**config.mk**
```make
export PLATFORM = sky130hd
export DESIGN_NAME = lr_sequencer_flat
export DESIGN_NICKNAME = d
export VERILOG_FILES = /design/src/rtl/lr_sequencer_if.sv /design/src/rtl/lr_sequencer.sv /design/src/flat_wrapper.sv
export SDC_FILE = /design/constraint.sdc
export NUM_CORES = 1
export LEC_CHECK = 0
export BUFFER_PORTS_ARGS = -buffer_cell sky130_fd_sc_hd__buf_4
export CORE_ASPECT_RATIO = 0.7
export CORE_MARGIN = 10
export CORE_UTILIZATION = 57
export CTS_BUF_LIST = sky130_fd_sc_hd__clkbuf_8 sky130_fd_sc_hd__clkbuf_16
export DETAILED_ROUTE_END_ITERATION = 16
export HOLD_SLACK_MARGIN = 0.03
export PLACE_DENSITY = 0.87
export SLEW_MARGIN = 5
export SYNTH_ARGS = -nofsm -noshare
export SYNTH_HDL_FRONTEND = slang
export SYNTH_SLANG_ARGS = --single-unit
```
**constraint.sdc**
```tcl
create_clock -name clk -period 3.8 [get_ports clk]
set_input_delay 0.57 -clock clk [delete_from_list [all_inputs] [get_ports clk]]
set_output_delay 0.57 -clock clk [all_outputs]
set_load 0.01 [all_outputs]
```
**src/rtl/lr_sequencer_if.sv**
```systemverilog
// lr_sequencer_if
// Groups the run-control, sample-memory, datapath-strobe and residual
// handshake signals of the LR sequencer.
//   master : the controller side that issues runs and consumes residuals
//   slave  : the sequencer itself
// Signals: start/n_samples/abort (run control), busy/done/len_err (status),
// addr/rd_en (sample memory), clr_acc/ld_acc/ld_mean/ld_coef (datapath),
// err_valid/err_ready/err_idx (residual handshake).
interface lr_sequencer_if #(
    parameter int ADDR_W = 8
);
    logic              start;
    logic [ADDR_W-1:0] n_samples;
    logic              abort;
    logic              busy;
    logic              done;
    logic              len_err;
    logic [ADDR_W-1:0] addr;
    logic              rd_en;
    logic              clr_acc;
    logic              ld_acc;
    logic              ld_mean;
    logic              ld_coef;
    logic              err_valid;
    logic              err_ready;
    logic [ADDR_W-1:0] err_idx;

    modport master (
        output start, n_samples, abort, err_ready,
        input  busy, done, len_err, addr, rd_en, clr_acc, ld_acc,
               ld_mean, ld_coef, err_valid, err_idx
    );

    modport slave (
        input  start, n_samples, abort, err_ready,
        output busy, done, len_err, addr, rd_en, clr_acc, ld_acc,
               ld_mean, ld_coef, err_valid, err_idx
    );
endinterface

```
**src/rtl/lr_sequencer.sv**
```systemverilog
// lr_sequencer
// Control sequencer for a linear-regression style datapath: clears the
// accumulators, streams n samples into them, computes mean and coefficient,
// then re-reads every sample and offers one residual per sample over a
// valid/ready handshake.
// Ports:
//   clk  : rising-edge clock
//   rst  : asynchronous active-high reset
//   bus  : lr_sequencer_if.slave (run control, status, memory, strobes,
//          residual handshake)
module lr_sequencer #(
    parameter int ADDR_W = 8
) (
    input  logic          clk,
    input  logic          rst,
    lr_sequencer_if.slave bus
);

    typedef enum logic [3:0] {
        S_IDLE   = 4'd0,
        S_INIT   = 4'd1,
        S_ACCUM  = 4'd2,
        S_DRAIN  = 4'd3,
        S_MEAN   = 4'd4,
        S_COEF   = 4'd5,
        S_ERR_RD = 4'd6,
        S_ERR_OUT= 4'd7,
        S_FIN    = 4'd8
    } state_t;

    state_t            r_state;
    state_t            w_fsm_next;
    state_t            w_next;
    logic [ADDR_W-1:0] r_addr;
    logic [ADDR_W-1:0] r_n_reg;
    logic              r_len_err;
    logic              r_done;
    logic              r_ld_acc;

    logic w_idle;
    logic w_accept;
    logic w_zero_req;
    logic w_last;
    logic w_hs;
    logic w_abort;
    logic w_clr_acc;
    logic w_rd_en;
    logic w_ld_mean;
    logic w_ld_coef;
    logic w_err_valid;

    assign w_idle     = (r_state == S_IDLE);
    assign w_accept   = w_idle && bus.start && (bus.n_samples != {ADDR_W{1'b0}});
    assign w_zero_req = w_idle && bus.start && (bus.n_samples == {ADDR_W{1'b0}});
    // n_reg is never zero inside a run, so n_reg-1 cannot wrap here
    assign w_last     = (r_addr == (r_n_reg - {{(ADDR_W-1){1'b0}}, 1'b1}));
    assign w_hs       = (r_state == S_ERR_OUT) && bus.err_ready;
    assign w_abort    = bus.abort && !w_idle;

    // Next-state and state-decoded strobe logic
    always_comb begin
        w_fsm_next  = r_state;
        w_clr_acc   = 1'b0;
        w_rd_en     = 1'b0;
        w_ld_mean   = 1'b0;
        w_ld_coef   = 1'b0;
        w_err_valid = 1'b0;
        case (r_state)
            S_IDLE: begin
                if (w_accept) begin
                    w_fsm_next = S_INIT;
                end else begin
                    w_fsm_next = S_IDLE;
                end
            end
            S_INIT: begin
                w_clr_acc  = 1'b1;
                w_fsm_next = S_ACCUM;
            end
            S_ACCUM: begin
                w_rd_en = 1'b1;
                if (w_last) begin
                    w_fsm_next = S_DRAIN;
                end else begin
                    w_fsm_next = S_ACCUM;
                end
            end
            S_DRAIN: begin
                w_fsm_next = S_MEAN;
            end
            S_MEAN: begin
                w_ld_mean  = 1'b1;
                w_fsm_next = S_COEF;
            end
            S_COEF: begin
                w_ld_coef  = 1'b1;
                w_fsm_next = S_ERR_RD;
            end
            S_ERR_RD: begin
                w_rd_en    = 1'b1;
                w_fsm_next = S_ERR_OUT;
            end
            S_ERR_OUT: begin
                w_err_valid = 1'b1;
                if (bus.err_ready) begin
                    w_fsm_next = w_last ? S_FIN : S_ERR_RD;
                end else begin
                    w_fsm_next = S_ERR_OUT;
                end
            end
            S_FIN: begin
                w_fsm_next = S_IDLE;
            end
            default: begin
                w_fsm_next = S_IDLE;
            end
        endcase
        // abort outranks every other transition, including a residual handshake
        w_next = w_abort ? S_IDLE : w_fsm_next;
    end

    // State register
    always_ff @(posedge clk or posedge rst) begin
        if (rst) begin
            r_state <= S_IDLE;
        end else begin
            r_state <= w_next;
        end
    end

    // Run registers: sample count, address counter, error flag, done/ld_acc stages
    always_ff @(posedge clk or posedge rst) begin
        if (rst) begin
            r_addr    <= {ADDR_W{1'b0}};
            r_n_reg   <= {ADDR_W{1'b0}};
            r_len_err <= 1'b0;
            r_done    <= 1'b0;
            r_ld_acc  <= 1'b0;
        end else begin
            // ld_acc trails the ACCUM read by one cycle; an abort kills the pending load
            r_ld_acc <= (r_state == S_ACCUM) && !bus.abort;
            r_done   <= w_zero_req || (w_hs && w_last && !bus.abort);
            if (w_accept) begin
                r_len_err <= 1'b0;
                r_n_reg   <= bus.n_samples;
            end else if (w_zero_req) begin
                r_len_err <= 1'b1;
            end
            if (w_abort) begin
                r_addr <= {ADDR_W{1'b0}};
            end else begin
                case (r_state)
                    S_IDLE: begin
                        if (w_accept) begin
                            r_addr <= {ADDR_W{1'b0}};
                        end
                    end
                    S_ACCUM: begin
                        if (!w_last) begin
                            r_addr <= r_addr + {{(ADDR_W-1){1'b0}}, 1'b1};
                        end
                    end
                    S_COEF: begin
                        r_addr <= {ADDR_W{1'b0}};
                    end
                    S_ERR_OUT: begin
                        if (bus.err_ready && !w_last) begin
                            r_addr <= r_addr + {{(ADDR_W-1){1'b0}}, 1'b1};
                        end
                    end
                    default: begin
                        r_addr <= r_addr;
                    end
                endcase
            end
        end
    end

    assign bus.busy      = !w_idle;
    assign bus.done      = r_done;
    assign bus.len_err   = r_len_err;
    assign bus.addr      = r_addr;
    assign bus.rd_en     = w_rd_en;
    assign bus.clr_acc   = w_clr_acc;
    assign bus.ld_acc    = r_ld_acc;
    assign bus.ld_mean   = w_ld_mean;
    assign bus.ld_coef   = w_ld_coef;
    assign bus.err_valid = w_err_valid;
    assign bus.err_idx   = r_addr;

endmodule

```
**src/flat_wrapper.sv**
```systemverilog
// flat-port wrapper written by rule: the top's interface ports become plain ports
module lr_sequencer_flat 
#(
    parameter int ADDR_W = 8
)
  (clk, rst, bus_start, bus_n_samples, bus_abort, bus_err_ready, bus_busy, bus_done, bus_len_err, bus_addr, bus_rd_en, bus_clr_acc, bus_ld_acc, bus_ld_mean, bus_ld_coef, bus_err_valid, bus_err_idx);
  lr_sequencer_if #(.ADDR_W(ADDR_W)) bus_i ();
  input  logic clk;
  input  logic rst;
  input wire logic [$bits(bus_i.start)-1:0] bus_start;
  input wire logic [$bits(bus_i.n_samples)-1:0] bus_n_samples;
  input wire logic [$bits(bus_i.abort)-1:0] bus_abort;
  input wire logic [$bits(bus_i.err_ready)-1:0] bus_err_ready;
  output wire logic [$bits(bus_i.busy)-1:0] bus_busy;
  output wire logic [$bits(bus_i.done)-1:0] bus_done;
  output wire logic [$bits(bus_i.len_err)-1:0] bus_len_err;
  output wire logic [$bits(bus_i.addr)-1:0] bus_addr;
  output wire logic [$bits(bus_i.rd_en)-1:0] bus_rd_en;
  output wire logic [$bits(bus_i.clr_acc)-1:0] bus_clr_acc;
  output wire logic [$bits(bus_i.ld_acc)-1:0] bus_ld_acc;
  output wire logic [$bits(bus_i.ld_mean)-1:0] bus_ld_mean;
  output wire logic [$bits(bus_i.ld_coef)-1:0] bus_ld_coef;
  output wire logic [$bits(bus_i.err_valid)-1:0] bus_err_valid;
  output wire logic [$bits(bus_i.err_idx)-1:0] bus_err_idx;
  assign bus_i.start = bus_start;
  assign bus_i.n_samples = bus_n_samples;
  assign bus_i.abort = bus_abort;
  assign bus_i.err_ready = bus_err_ready;
  assign bus_busy = bus_i.busy;
  assign bus_done = bus_i.done;
  assign bus_len_err = bus_i.len_err;
  assign bus_addr = bus_i.addr;
  assign bus_rd_en = bus_i.rd_en;
  assign bus_clr_acc = bus_i.clr_acc;
  assign bus_ld_acc = bus_i.ld_acc;
  assign bus_ld_mean = bus_i.ld_mean;
  assign bus_ld_coef = bus_i.ld_coef;
  assign bus_err_valid = bus_i.err_valid;
  assign bus_err_idx = bus_i.err_idx;
  lr_sequencer #(.ADDR_W(ADDR_W)) u_core (.clk(clk), .rst(rst), .bus(bus_i));
endmodule
```
==> results.cfg <==
[detailed_routing]
via_per_inst = 6.105
wirelength_um = 3904
drtIter0Drc = 64
via_count = 1398
firstDrtPassIters = 4
ant_nets = 0
drc = 0
drt-wirelength-per-cell_um = 17.05

[logic_synthesis]
synth_ff_type = dfrtp_1
synth_top_cell_area_share_pct = 36.39
synth_edf_count = 0
yosysSeqAreaShare_pct = 36.39
synthArstFlopShare_pct = 100.0
yosys.area.top_type = dfrtp_1
synth_area_leaders = dfrtp_1 (36%), mux2_2 (4.3%), buf_4 (3.8%)
synth-seq-cells = 23
syn-num-nets = 187
syn-cell-area_um2 = 1582
syn_inst = 172
ys_types = 47
ys_warn_count = 0
syn_avg_cell_area_um2 = 9.195

[grt]
grt_pass1_vias = 1332
grt_antenna_before_repair = 0
grt_pass1_wl_um = 6382
grt_usage_pct = 14.20
grt-ovfl-total = 0
grt_max_degree = 24

[worst_setup_path]
reg2reg_from = u_core.r_state[2]$_DFF_PP0_
r2r_end = u_core.bus.addr[6]$_DFFE_PP0P_
critPathKind = flip-flop to flip-flop
worstPathArrival_ns = 2.83
crit_fanout = 13
reg2reg_depth = 6
cp-start-kind = flip-flop
cp.required_ns = 3.98
r2r_slack_ns = 1.15
crit_path_end_kind = flip-flop

[placed_design]
place_hpwl_um = 3005
gp_congestion = 0.7854
portBuffers = 37
dp_cells = 225

[timing]
clock.fmax_mhz = 377.8
fin_skew_ns = 0.009027
rsz0062_at_grt = false
fin_crit_sh_pct = 69.65
setup-tns-final_ns = 0
post-route-min-period_ns = 2.647
relSlewSlack_pct = 42.76
tightest_slew_ns = 0.8577
final-setup-viol-count = 0
drv_slew = 0
timing.final.hold_violations = 0

[clock_network]
clkTransAtPathRegs_ns = 0.09
cts_setup_buffers = 0
cts.sinks = 23
cts-resized-gates = 0
clock_latency_ns = 0.27
htree_levels = 1
clockRootBuffer = clkbuf_8
ctsHoldBuffers = 0
cts_inserted_buffers = 3
cts_buffer_depth = 2
cts_tree = built

[final_layout]
fillers = 189
multi_input_comb_area_um2 = 865.8
seq_area_um2 = 575.6
nets = 211
drive_above_1_share_pct = 27.18
area_growth_pct = 15.90
fin_cells = 229
antennaDiodeCount = 0

[power]
powerDensity_nw_per_um2 = 604.7
combPwrFrac_pct = 47.6
seqPwrFrac_pct = 38.7
power_switching_uw = 467.1
p_int_uw = 641.3
p_leak_nw = 0.8272
p_sw_share_pct = 42.14
p_clk_share_pct = 13.7
ir_drop_uv = 376.1

[floorplan]
ios = 38
num_rows = 15
dieHeight_um = 64.07
start_util_pct = 61.96
dieArea_um2 = 5315
core_area_um2 = 2552
die_w_um = 82.96

[run]
max_cap_violations = 0

[worst_hold_path]
min_path_type = primary input to async pin

[run_status]
status = finished, final reports clean
[worst max path at each step]
| stage | startpoint | end | slack, ns | cells after the start |
|---|---|---|---|---|
| floorplan | u_core.r_n_reg[0]$_DFFE_PP0P_ | u_core.bus.addr[5]$_DFFE_PP0P_ | 1.62 | 9 |
| global placement | bus_n_samples[4] | u_core.bus.addr[3]$_DFFE_PP0P_ | 1.10 | 6 |
| detailed placement | bus_n_samples[4] | u_core.bus.addr[3]$_DFFE_PP0P_ | 0.98 | 6 |
| CTS | u_core.r_state[2]$_DFF_PP0_ | u_core.bus.addr[4]$_DFFE_PP0P_ | 1.18 | 6 |
| global route | u_core.r_state[2]$_DFF_PP0_ | u_core.bus.addr[6]$_DFFE_PP0P_ | 0.98 | 6 |
| finish | u_core.r_state[2]$_DFF_PP0_ | u_core.bus.addr[6]$_DFFE_PP0P_ | 1.15 | 6 |
[kinds of logic (layout without fill, tap and decap cells)]
family	after synthesis	count (layout)	synth area share (%)
xor+xnor	9	9	4.984
simple gates	63	63	24.68
compound gates	44	44	19.22
flops	23	23	36.39
mux	6	6	4.272
fa+ha+maj	2	2	1.582
buf+inv	25	48	8.861
[worst max-delay path, cell delays in order (launching register included)]
cell	delay, ns
dfrtp_1	0.52
nor4_4	0.46
o211ai_2	0.35
o21a_1	0.22
or2_1	0.33
or4_1	0.50
a21oi_1	0.17
[stage by stage]
step                utilization (%)  hold slack (ns)  power, mW  instance area [um^2]  setup slack [ns]
global route                  71.81           0.5119      1.193                  1833            0.9754
global placement              70.05           0.4824     0.9304                  1788             1.095
finish                        71.81           0.4790      1.108                  1833             1.153
floorplan                         -           0.4995     0.8290                  1582             1.619
detailed placement            70.05           0.4824     0.9589                  1788            0.9808
CTS                           71.81           0.4997      1.109                  1833             1.178
[cell type report]
type	instances	share of cell area, %
flip-flops and latches	23	31.40
well taps	34	2.321
multi-input cells	124	47.24
clock buffers	3	2.253
repair buffers	37	15.15
clock inverters	1	0.2048
inverters	7	1.433
[synth_stat cells, types with 5 or more instances]
| master | instances |
|---|---|
| a21oi_1 | 9 |
| buf_4 | 8 |
| clkbuf_1 | 7 |
| dfrtp_1 | 23 |
| inv_1 | 7 |
| mux2_2 | 6 |
| nand2_1 | 9 |
| nand2b_1 | 5 |
| nand3_1 | 5 |
| nor2_1 | 7 |
| nor3_1 | 5 |
| o21ai_0 | 5 |
| o31ai_1 | 5 |
| or4_1 | 8 |
| xor2_1 | 6 |
[power by group through the flow]
| stage | sequential, mW | combinational, mW | clock, mW |
|---|---|---|---|
| after floorplan | 0.390 | 0.439 | 0 |
| after detailed placement | 0.432 | 0.527 | 0 |
| after global routing | 0.439 | 0.590 | 0.164 |
| after global placement | 0.425 | 0.506 | 0 |
| final | 0.429 | 0.528 | 0.152 |
| after CTS | 0.425 | 0.531 | 0.153 |
[layout by cell type (no fill, tap or decap), types with 3 or more instances in the layout]
cell type / Yosys / layout
o211ai_1: 4 / 4
xor2_1: 6 / 6
nand3_1: 5 / 5
buf_4: 8 / 37
or4_1: 8 / 8
nand4_1: 3 / 3
o31ai_1: 5 / 5
clkbuf_8: 0 / 3
nand2b_1: 5 / 5
o21a_1: 3 / 3
mux2_2: 6 / 6
inv_1: 7 / 8
nand2_1: 9 / 9
a31oi_1: 3 / 3
o21ai_0: 5 / 5
nor2_1: 7 / 7
a21oi_1: 9 / 9
xnor2_1: 3 / 3
dfrtp_1: 23 / 23
nor3_1: 5 / 5
and2_1: 3 / 3
[per-layer routing]
layer	track usage, %	wire, um
met1	16.87	1772
met2	24.42	1937
met3	3.671	139
met4	4.873	54
met5	0	0
Note: power is estimated with default switching activity, not from simulation.
